[config.mk]
export PLATFORM = sky130hd
export DESIGN_NAME = mcu_scheduler
export DESIGN_NICKNAME = d
export VERILOG_FILES = /design/src/rtl/mcu_sched_pkg.sv /design/src/rtl/mcu_scheduler.sv
export SDC_FILE = /design/constraint.sdc
export NUM_CORES = 1
export LEC_CHECK = 0
export CAP_MARGIN = 10
export CORE_UTILIZATION = 45
export CTS_CLUSTER_DIAMETER = 200
export CTS_CLUSTER_SIZE = 20
export DETAILED_ROUTE_END_ITERATION = 10
export PLACE_DENSITY = 0.73
export SETUP_SLACK_MARGIN = 0.5
export SYNTH_ARGS = -nofsm -noshare
export SYNTH_HDL_FRONTEND = slang
export SYNTH_SLANG_ARGS = --single-unit
export TNS_END_PERCENT = 100
[constraint.sdc]
create_clock -name clk -period 2.5 [get_ports clk]
set_input_delay 0.5 -clock clk [delete_from_list [all_inputs] [get_ports clk]]
set_output_delay 0.5 -clock clk [all_outputs]
set_load 0.01 [all_outputs]
[src/rtl/mcu_sched_pkg.sv]
// Shared types and constants for the MCU block scheduler.
package mcu_sched_pkg;

  typedef enum logic [1:0] {
    ST_IDLE     = 2'd0,
    ST_WAIT_BLK = 2'd1,
    ST_XFER     = 2'd2
  } sched_state_t;

  localparam int BLK_BEATS = 64;

  typedef logic [1:0] ch_idx_t;

endpackage

[src/rtl/mcu_scheduler.sv]
// Round-robin 8x8 block scheduler feeding one shared DCT/Huffman path, Y/Cb/Cr in fixed order.
// Optional stall statistic enabled by defining MCU_SCHED_STALL_CNT_EN.
module mcu_scheduler
  import mcu_sched_pkg::*;
#(
  parameter int WIDTH  = 1280,
  parameter int HEIGHT = 720,
  parameter int NUM_CH = 3
) (
  input  logic              clk,
  input  logic              rst,
  input  logic              frame_sync,
  input  logic [NUM_CH-1:0] blk_rdy,
  input  logic              coder_ready,
  output logic [NUM_CH-1:0] blk_take,
  output logic              rd_en,
  output logic [5:0]        rd_addr,
  output ch_idx_t           ch_sel,
  output logic              blk_start,
  output logic              blk_last,
  output logic              frame_start,
  output logic              frame_end,
  output logic [15:0]       stall_cnt
);

  localparam int          MCU_TOTAL = (WIDTH / 8) * (HEIGHT / 8);
  localparam logic [13:0] LAST_MCU  = 14'(MCU_TOTAL - 1);
  localparam ch_idx_t     LAST_CH   = ch_idx_t'(NUM_CH - 1);

  sched_state_t state_r;
  ch_idx_t      ch_r;
  logic [13:0]  mcu_r;
  logic [5:0]   beat_r;
  logic         take_s;
  logic         beat_last_s;
  logic         ch_last_s;
  logic         frame_last_s;

  // Claim strobe, read strobe and position decodes; a claim coinciding with frame_sync would be lost, so it is held off
  always_comb begin
    take_s       = 1'b0;
    rd_en        = 1'b0;
    beat_last_s  = (beat_r == 6'(BLK_BEATS - 1));
    ch_last_s    = (ch_r == LAST_CH);
    frame_last_s = ch_last_s && (mcu_r == LAST_MCU);
    if (state_r == ST_WAIT_BLK) begin
      take_s = blk_rdy[ch_r] && !frame_sync;
    end else if (state_r == ST_XFER) begin
      rd_en = coder_ready;
    end else begin
      take_s = 1'b0;
      rd_en  = 1'b0;
    end
  end

  assign blk_take    = take_s ? ({{(NUM_CH-1){1'b0}}, 1'b1} << ch_r) : {NUM_CH{1'b0}};
  assign rd_addr     = beat_r;
  assign ch_sel      = ch_r;
  assign blk_start   = rd_en && (beat_r == 6'd0);
  assign blk_last    = rd_en && beat_last_s;
  assign frame_start = blk_start && (ch_r == 2'd0) && (mcu_r == 14'd0);
  assign frame_end   = blk_last && frame_last_s && !frame_sync;

  // Scheduler FSM: frame_sync restarts the frame from any state and wins over a final beat
  always_ff @(posedge clk or posedge rst) begin
    if (rst) begin
      state_r <= ST_IDLE;
      ch_r    <= 2'd0;
      mcu_r   <= 14'd0;
      beat_r  <= 6'd0;
    end else if (frame_sync) begin
      state_r <= ST_WAIT_BLK;
      ch_r    <= 2'd0;
      mcu_r   <= 14'd0;
      beat_r  <= 6'd0;
    end else begin
      case (state_r)
        ST_IDLE: begin
          state_r <= ST_IDLE;
        end
        ST_WAIT_BLK: begin
          if (take_s) begin
            beat_r  <= 6'd0;
            state_r <= ST_XFER;
          end
        end
        ST_XFER: begin
          if (rd_en) begin
            if (beat_last_s) begin
              beat_r <= 6'd0;
              if (frame_last_s) begin
                state_r <= ST_IDLE;
                ch_r    <= 2'd0;
                mcu_r   <= 14'd0;
              end else begin
                state_r <= ST_WAIT_BLK;
                if (ch_last_s) begin
                  ch_r  <= 2'd0;
                  mcu_r <= mcu_r + 14'd1;
                end else begin
                  ch_r <= ch_r + 2'd1;
                end
              end
            end else begin
              beat_r <= beat_r + 6'd1;
            end
          end
        end
        default: begin
          state_r <= ST_IDLE;
        end
      endcase
    end
  end

`ifdef MCU_SCHED_STALL_CNT_EN
  logic [15:0] stall_r;

  // Saturating count of transfer cycles lost to coder backpressure
  always_ff @(posedge clk or posedge rst) begin
    if (rst) begin
      stall_r <= 16'd0;
    end else if (frame_sync) begin
      stall_r <= 16'd0;
    end else if ((state_r == ST_XFER) && !coder_ready && (stall_r != 16'hFFFF)) begin
      stall_r <= stall_r + 16'd1;
    end else begin
      stall_r <= stall_r;
    end
  end

  assign stall_cnt = stall_r;
`else
  assign stall_cnt = 16'd0;
`endif

endmodule

Yosys cells after proc, flatten, opt, wreduce, memory -nomap -nowiden
Index checks and enable logic that the tools add are counted.

operators by class
  bitwise operators = 0
  add/subtract/negate cells = 3
  magnitude comparators = 1
  muxes and demuxes = 29
  reductions and logical operators = 21
  divide/modulo/power cells = 0
  shifts and indexed selects = 1
  eq/ne operators = 8
  multiply operators = 0

operators by type and width
  cell                                                 count
  two-way mux 14 bit                                   6
  two-way mux 6 bit                                    4
  two-way mux 2 bit                                    10
  adder 14 x 1 -> 14 bit (second input constant)       1
  equality test 14 bit (second input constant)         1
  zero test 14 bit                                     1
  case mux 6 bit (2 select lines)                      1
  != test 3 bit (second input constant)                3
  AND reduction 3 bit                                  3
  logical AND 1 bit                                    8
  adder 6 x 1 -> 6 bit (second input constant)         1
  equality test 6 bit (second input constant)          1
  zero test 6 bit                                      1
  nonzero test 2 bit                                   3
  nonzero test 3 bit                                   2
  two-way mux 1 bit                                    5
  equality test 2 bit (second input constant)          2
  case mux 2 bit (2 select lines)                      1
  AND reduction 4 bit                                  1
  < comparator 2 x 3 -> 1 bit (second input constant)  1
  two-way mux 3 bit                                    1
  << shifter 1 x 2 -> 3 bit (first input constant)     1
  adder 2 x 1 -> 2 bit (second input constant)         1
  binary-select mux 1 bit (select 2 bit)               1
  3 further kinds                                      3

storage, ports and cells
  register bits after elaboration = 24
  ROM bits = 0
  memories kept = 0
  input port bits = 7
  bits in writable memories = 0
  latch bits = 0
  word-level logic and storage cells = 67
  output and inout port bits = 32

Logic depth before layout (Yosys ltp)
Gate-level depths: netlist of run 1.

  depth after elaboration = 7
  depth in mapped cells = 7
  mapped depth without buffers = 6

Least setup slack after synthesis of run 1
No wires, ideal clock.

  path kind = register to output
  start = register beat_r[0], in the netlist rd_addr[0]
  end = output port frame_start
  data required time = 2.000 ns
  stages on the path, launching flop included = 7
  buffers on the path = 0
  data arrival time = 2.009 ns
  slack = -0.009 ns
  cell sequence = dfrtp_1 -> inv_1 -> ha_1 -> or4b_1 -> nor3_1 -> nand4_1 -> nor4b_1

between the ends
  cells in the longest elaborated chain, start to end = 4

RTL lines
  item                            line                  RTL
  from (decl)                     mcu_scheduler.sv:33   logic [5:0] beat_r;
  from (signal assigned)          mcu_scheduler.sv:105  beat_r <= beat_r + 6'd1;
  zero test 6 bit                 mcu_scheduler.sv:59   assign blk_start = rd_en && (beat_r == 6'd0);
  logical AND 1 bit               mcu_scheduler.sv:59
  via blk_start                   mcu_scheduler.sv:19   output logic blk_start,
  logical AND 1 bit (2 in a row)  mcu_scheduler.sv:61   assign frame_start = blk_start && (ch_r == 2'd0) && (mcu_r == 14'd0);
  to (decl)                       mcu_scheduler.sv:21   output logic frame_start,

The timed path passes the listed nets, and every way through them passes these cells.

Final worst setup path of run 1
  start = register beat_r[0], in the netlist rd_addr[0]
  end = output port frame_start

between the ends
  cells in the longest elaborated chain, start to end = 4

RTL lines
  item                            line
  zero test 6 bit                 mcu_scheduler.sv:59
  logical AND 1 bit               mcu_scheduler.sv:59
  logical AND 1 bit (2 in a row)  mcu_scheduler.sv:61

Every way passes these cells.

==> run summary, run 1 <==
Post-DP HPWL - 3200 um
Die Ht - 63.7 um
Final period utilization - 103%
Post-synthesis cell type count - 49
Synth Area per Inst - 8.84 um2
Initial antenna violation count - 0
EDFF count, synth - 0
Root buffer cell - clkbuf_8
Worst setup margin - -0.0718 ns
Unrepaired setup endpoints after global routing - true
WHS Endpoint - rd_addr[1]$_DFFE_PP0P_
PortBufs - 22
Worst path depth - 7
Vias after detailed routing - 1724
Final core occ - 66.2%
Final setup violation count - 1
FFs w/ async S/R, synth - 100%
Reg2reg setup slack - 0.56 ns
Cell Rows - 22
Syn-to-layout area delta - 41.3%
Total power - 0.000753 W
DR iter-0 viols - 75
Status - complete, but fails checks
Detailed Route WL - 4690 um
LEAKAGE - 1.10 nW
Filler cells - 289
CTS H-Tree Depth - 1
Cell Area, Synth - 1720 um2
Fraction of layout cells with a size suffix above 1 - 33.7%
Final Hold Vio Count - 0
Post-Syn Instances - 194
Reg2Reg Depth - 8
Max stage delay on crit path - 0.47 ns
Min-delay src - rd_addr[1]$_DFFE_PP0P_
Crit path max fanout - 2
DR pass1 iterations - 4
Die area - 4060 um2
Worst r2r dst - mcu_r[4]$_DFFE_PP0P_
Largest net degree at the start of global routing - 25
Worst setup EP type - output pin
Max Used Layer - met4
YS warnings - 0
Number of maximum-capacitance violations - 0
Crit-path cells - inv_2 -> ha_1 -> or4b_4 -> nor3_4 -> nand4_1 -> nor4b_4 -> buf_2
Critical path's top delay family - simple AND/OR/NAND/NOR gates
First-pass GRT wire length - 7400 um
Metal3 WL - 243 um
Via-to-Cell Ratio - 5.63
P per Cell Area - 311 nW/um2
Violated checks - setup timing
Clk Latency, worst-skew pair - 0.26 ns
Required time worst endpoint - 2.00 ns
Clock-pin transition on the worst setup and hold timing paths - 0.08 ns
GRT overflow - 0
Crit Path Class - reg2out
CTS tree - yes
Hold crit path type - reg2reg
Met2 WL - 2270 um
Inserted Clock Buffers - 3
Synth Register Bits - 24
Final min period - 2.57 ns
CP max stage cell - or4b_4
Core footprint - 3660 um2
Buf/Inv on CP - 2
Max Fclk - 389 MHz
Die span in x - 63.7 um
Vias in the first global route - 1603
Ys flop type - dfrtp_1
Hold Crit Depth - 2
Seq/Total Area, Yosys - 35.0%
Antenna viol nets, final - 0
DRC violations left - 0
Skew final - 0.00386 ns
Total Routing Usage GR - 23.4%
Ant. Diodes - 0
Routability cong. - 0.877
I/O pins - 39
Reg2reg start - rd_addr[1]$_DFFE_PP0P_
Startpoint Class - flop
Max VDD drop - 0.176 mV
Initial Utilization - 46.9%
Worst-case clock buffer depth - 2
Max Slew Vio Count - 0
Met1 WL - 2070 um
Critical path arrival - 2.07 ns
Layout Nets - 271
Per-cell routed wire length - 15.3 um
CTS sink count - 24
area by class of cell:
| type | instances | area [um2] | share of cell area [%] |
|---|---|---|---|
| well taps | 48 | 60.1 | 2.48 |
| repair buffers | 70 | 578 | 23.9 |
| multi-input cells | 148 | 1090 | 45.1 |
| clock buffers | 3 | 41.3 | 1.70 |
| flip-flops and latches | 24 | 602 | 24.8 |
| inverters | 13 | 48.8 | 2.01 |
worst min-delay path, stage by stage, from the launching register on:
cell	delay, ns
dfrtp_1	0.40
inv_2	0.06
mux2i_1	0.06
synth_stat cells, types with 4 or more instances:
cell type / n / area [um2]
dfrtp_1: 24 / 601
a21oi_1: 6 / 30.0
inv_1: 13 / 48.8
and4_1: 4 / 35.0
nand3_1: 13 / 65.1
nand4_1: 5 / 31.3
nor2_1: 8 / 30.0
nand2_1: 11 / 41.3
buf_4: 16 / 120
ha_1: 4 / 50.1
o21ai_0: 7 / 35.0
clkbuf_1: 7 / 26.3
o211ai_1: 4 / 30.0
mux2i_1: 4 / 40.0
nand2b_1: 5 / 31.3
and3_1: 5 / 31.3
nor3_1: 7 / 35.0
layer usage:
layer	GRT usage (%)	up-vias
met5	0	-
met4	9.94	0
met3	2.68	13
met2	39.4	75
met1	30.3	815
li1	-	821
placed cells by master, fill, tap and decap left out, types with 5 or more instances in the layout:
master,instances
nand2_1,9
buf_4,42
nor2_1,8
nand3_1,12
inv_1,11
conb_1,16
nand4_1,5
dfrtp_1,23
clkdlybuf4s50_1,9
buf_2,5
nand2b_1,5
buf_6,7
o21ai_0,6
a21oi_1,6
dlygate4sd2_1,5
metrics by stage:
stage	instances	cell area [um2]	hold slack (ns)	setup slack, ns	TNS [ns]
CTS	302	2360	0.560	-0.0763	-0.0763
finish	306	2420	0.565	-0.0718	-0.0718
global route	306	2420	0.584	-0.142	-0.142
floorplan	209	1800	0.515	0.267	0
detailed placement	286	2160	0.557	-0.351	-0.791
global placement	286	2160	0.536	-0.328	-0.721
cells by family (layout without fill, tap and decap cells):
| kind of cell | count (synthesis) | count (layout) | share of synthesized area [%] |
|---|---|---|---|
| other | 1 | 16 | 0.219 |
| buffers and inverters | 37 | 86 | 11.7 |
| AND/OR/NAND/NOR | 78 | 78 | 27.1 |
| flip-flops | 24 | 24 | 35.0 |
| AO/OA/AOI/OAI | 44 | 44 | 19.5 |
| multiplexers | 6 | 6 | 3.65 |
| adder cells (fa/ha/maj) | 4 | 4 | 2.92 |
worst max-delay path by stage:
stage / endpoint / slack (ns) / from
floorplan: frame_start / 0.27 / rd_addr[0]$_DFFE_PP0P_
global placement: frame_start / -0.33 / coder_ready
detailed placement: frame_start / -0.35 / coder_ready
CTS: frame_start / -0.08 / rd_addr[0]$_DFFE_PP0P_
global route: frame_start / -0.14 / rd_addr[0]$_DFFE_PP0P_
finish: frame_start / -0.07 / rd_addr[0]$_DFFE_PP0P_
state kept, by name, indices dropped and copies added (netlist names):
signal   flops
ch_sel       2
state_r      2
mcu_r       14
rd_addr      6
power breakdown:
| part | internal [W] | leakage, nW | switching (W) |
|---|---|---|---|
| registers | 0.000396 | 0.329 | 0.00000943 |
| clock network | 0.000108 | 0.0216 | 0.000120 |
| logic | 0.0000525 | 0.751 | 0.0000673 |
| total | 0.000556 | 1.10 | 0.000197 |
what timing repair did:
action / 4_1_cts / 5_1_grt
hold buffers: 0 / 0
setup buffers: 13 / 4
pin swaps: 8 / 6
setup endpoints to repair: 19 / 16
resized for setup: 52 / 16
Note: power is estimated with default switching activity, not from simulation.
==> inputs of run 2 (changes only) <==
--- a/config.mk
+++ b/config.mk
@@ -10,7 +10,7 @@
 export CTS_CLUSTER_DIAMETER = 200
 export CTS_CLUSTER_SIZE = 20
 export DETAILED_ROUTE_END_ITERATION = 10
-export PLACE_DENSITY = 0.73
+export PLACE_DENSITY = 0.76
 export SETUP_SLACK_MARGIN = 0.5
 export SYNTH_ARGS = -nofsm -noshare
 export SYNTH_HDL_FRONTEND = slang
==> constraint.sdc (replaced) <==
create_clock -name clk -period 2.1 [get_ports clk]
set_input_delay 0.42 -clock clk [delete_from_list [all_inputs] [get_ports clk]]
set_output_delay 0.42 -clock clk [all_outputs]
set_load 0.01 [all_outputs]
==> run 2 against run 1 <==
Net effect:
- the run still ends with setup timing left
- sequential power rose by 19%
- via count rose by 25%
- final area rose by 27%
- combinational power rose by 77%
- global-route usage rose by 9.8 points
- routed wire length rose by 65%
- non-clock buffer count rose by 29
==> run summary, run 2 (synthesized netlist as in run 1, its figures left out) <==
Status - complete, but fails checks
Violated checks - setup timing
Inserted Clock Buffers - 3
First-pass GRT wire length - 10300 um
Crit-path cells - inv_2 -> ha_4 -> or4b_4 -> nor3_4 -> nand4_1 -> nor4b_4 -> buf_2
Via-to-Cell Ratio - 6.40
I/O pins - 39
P per Cell Area - 336 nW/um2
Vias in the first global route - 2010
Root buffer cell - clkbuf_8
FF+latch area - 604 um2
Filler cells - 190
Int Power - 0.000733 W
Clock power share - 33.0%
Met3 Usage GRT - 5.18%
CTS tree - yes
DR pass1 iterations - 4
Worst setup EP type - output pin
Largest net degree at the start of global routing - 25
Detailed Route WL - 7720 um
Max stage delay on crit path - 0.47 ns
Die Ht - 63.7 um
M2 GR Usage - 56.9%
Die area - 4060 um2
Reg2reg start - rd_addr[1]$_DFFE_PP0P_
Setup TNS - -0.810 ns
GRT Max-Usage Layer - met2
Vias after detailed routing - 2150
Placement Setup Slack - -0.577 ns
Sequential power share - 46.5%
Crit Path Class - reg2out
CTS sink count - 24
Clock-pin transition on the worst setup and hold timing paths - 0.10 ns
Largest register FFs - 14
Per-cell routed wire length - 23.0 um
Die span in x - 63.7 um
Required time worst endpoint - 1.68 ns
Critical path arrival - 2.14 ns
Final period utilization - 122%
Buf/Inv on CP - 2
LEAKAGE - 1.43 nW
P_sw - 0.000304 W
Most common cell after layout, fill and taps aside - buf_4
Routability cong. - 0.919
Met1 Usage GRT - 40.7%
CP max stage cell - or4b_4
Syn-to-layout area delta - 79.9%
Startpoint Class - flop
Worst-case clock buffer depth - 2
DR iter-0 viols - 173
Number of maximum-capacitance violations - 0
Worst setup margin - -0.460 ns
Commonest non-fill, non-tap cells in the layout - 44 x buf_4, 37 x buf_6, 21 x dfrtp_1
Clk Latency, worst-skew pair - 0.28 ns
Max Fclk - 391 MHz
PortBufs - 22
Layout Nets - 300
Worst r2r dst - mcu_r[5]$_DFFE_PP0P_
Cell Rows - 22
DRC violations left - 0
Largest Register - mcu_r
Post-DP HPWL - 3430 um
Critical path's top delay family - simple AND/OR/NAND/NOR gates
Antenna viol nets, final - 0
Reg2Reg Depth - 9
Unrepaired setup endpoints after global routing - true
CTS H-Tree Depth - 1
Area of the multi-input gates - 1410 um2
Final min period - 2.56 ns
Max Slew Vio Count - 0
Core footprint - 3660 um2
Ant. Diodes - 0
Final setup violation count - 4
Crit path max fanout - 2
Final Hold Vio Count - 0
Comb pwr share - 20.5%
Switch share - 29.3%
Initial Utilization - 46.9%
Reg2reg setup slack - 0 ns
Initial antenna violation count - 0
Max VDD drop - 0.271 mV
Fraction of layout cells with a size suffix above 1 - 53.8%
Total Routing Usage GR - 33.3%
Hold crit path type - in2async
GRT overflow - 0
Skew final - 0.00976 ns
==> run 2: how the worst max path moves through the flow <==
stage | from | endpoint | slack, ns | cells after the start
2_1_floorplan | rd_addr[0]$_DFFE_PP0P_ | frame_start | -0.03 | 6
3_3_place_gp | coder_ready | frame_start | -0.56 | 6
3_5_place_dp | coder_ready | frame_start | -0.58 | 6
4_1_cts | rd_addr[1]$_DFFE_PP0P_ | frame_start | -0.39 | 7
5_1_grt | rd_addr[0]$_DFFE_PP0P_ | frame_start | -0.53 | 7
6_report | rd_addr[0]$_DFFE_PP0P_ | frame_start | -0.46 | 7
==> run 2: layout make-up <==
cell class	instances	area share, %
clock buffer	4	1.78
tap	48	1.95
inverter	13	1.66
sequential	24	19.6
multi-input combinational	148	45.7
timing repair buffer	99	29.3
==> run 2: metal layers <==
metal / vias to the layer above / part of all wire, %
li1: 880 / -
met1: 1028 / 36
met2: 179 / 49
met3: 63 / 7.3
met4: 0 / 7.3
met5: - / 0
==> run 2: power groups by stage <==
stage	clock network, W	registers (W)	logic, W
floorplan	0	0.000494	0.0000983
global placement	0	0.000490	0.000140
detailed placement	0	0.000490	0.000142
CTS	0.000325	0.000481	0.000166
global route	0.000364	0.000482	0.000222
finish	0.000342	0.000482	0.000213
==> run 2: per-stage QoR <==
stage / cells / utilization [%] / instance area, um2 / hold slack (ns) / total power, W
floorplan: 209 / - / 1860 / 0.435 / 0.000592
CTS: 327 / 75.6 / 2770 / 0.504 / 0.000973
detailed placement: 307 / 64.7 / 2370 / 0.557 / 0.000632
global route: 336 / 84.3 / 3090 / 0.516 / 0.00107
global placement: 307 / 64.7 / 2370 / 0.539 / 0.000630
finish: 336 / 84.3 / 3090 / 0.480 / 0.00104
==> run 2: worst register-to-register path, stage by stage (launching register included) <==
cell and delay, ns:
dfrtp_1 0.40, buf_6 0.11, buf_6 0.10, ha_4 0.13, and4_4 0.24, buf_6 0.10
buf_6 0.11, a41oi_4 0.17, or4_4 0.56, o21ai_2 0.09
==> run 2: what timing repair did <==
item | in CTS | in global routing
pin swaps | 26 | 23
hold buffers | 0 | 0
gates resized for setup | 104 | 59
buffers inserted | 16 | 9
cloned | 0 | 0
endpoints found under the setup margin | 39 | 33
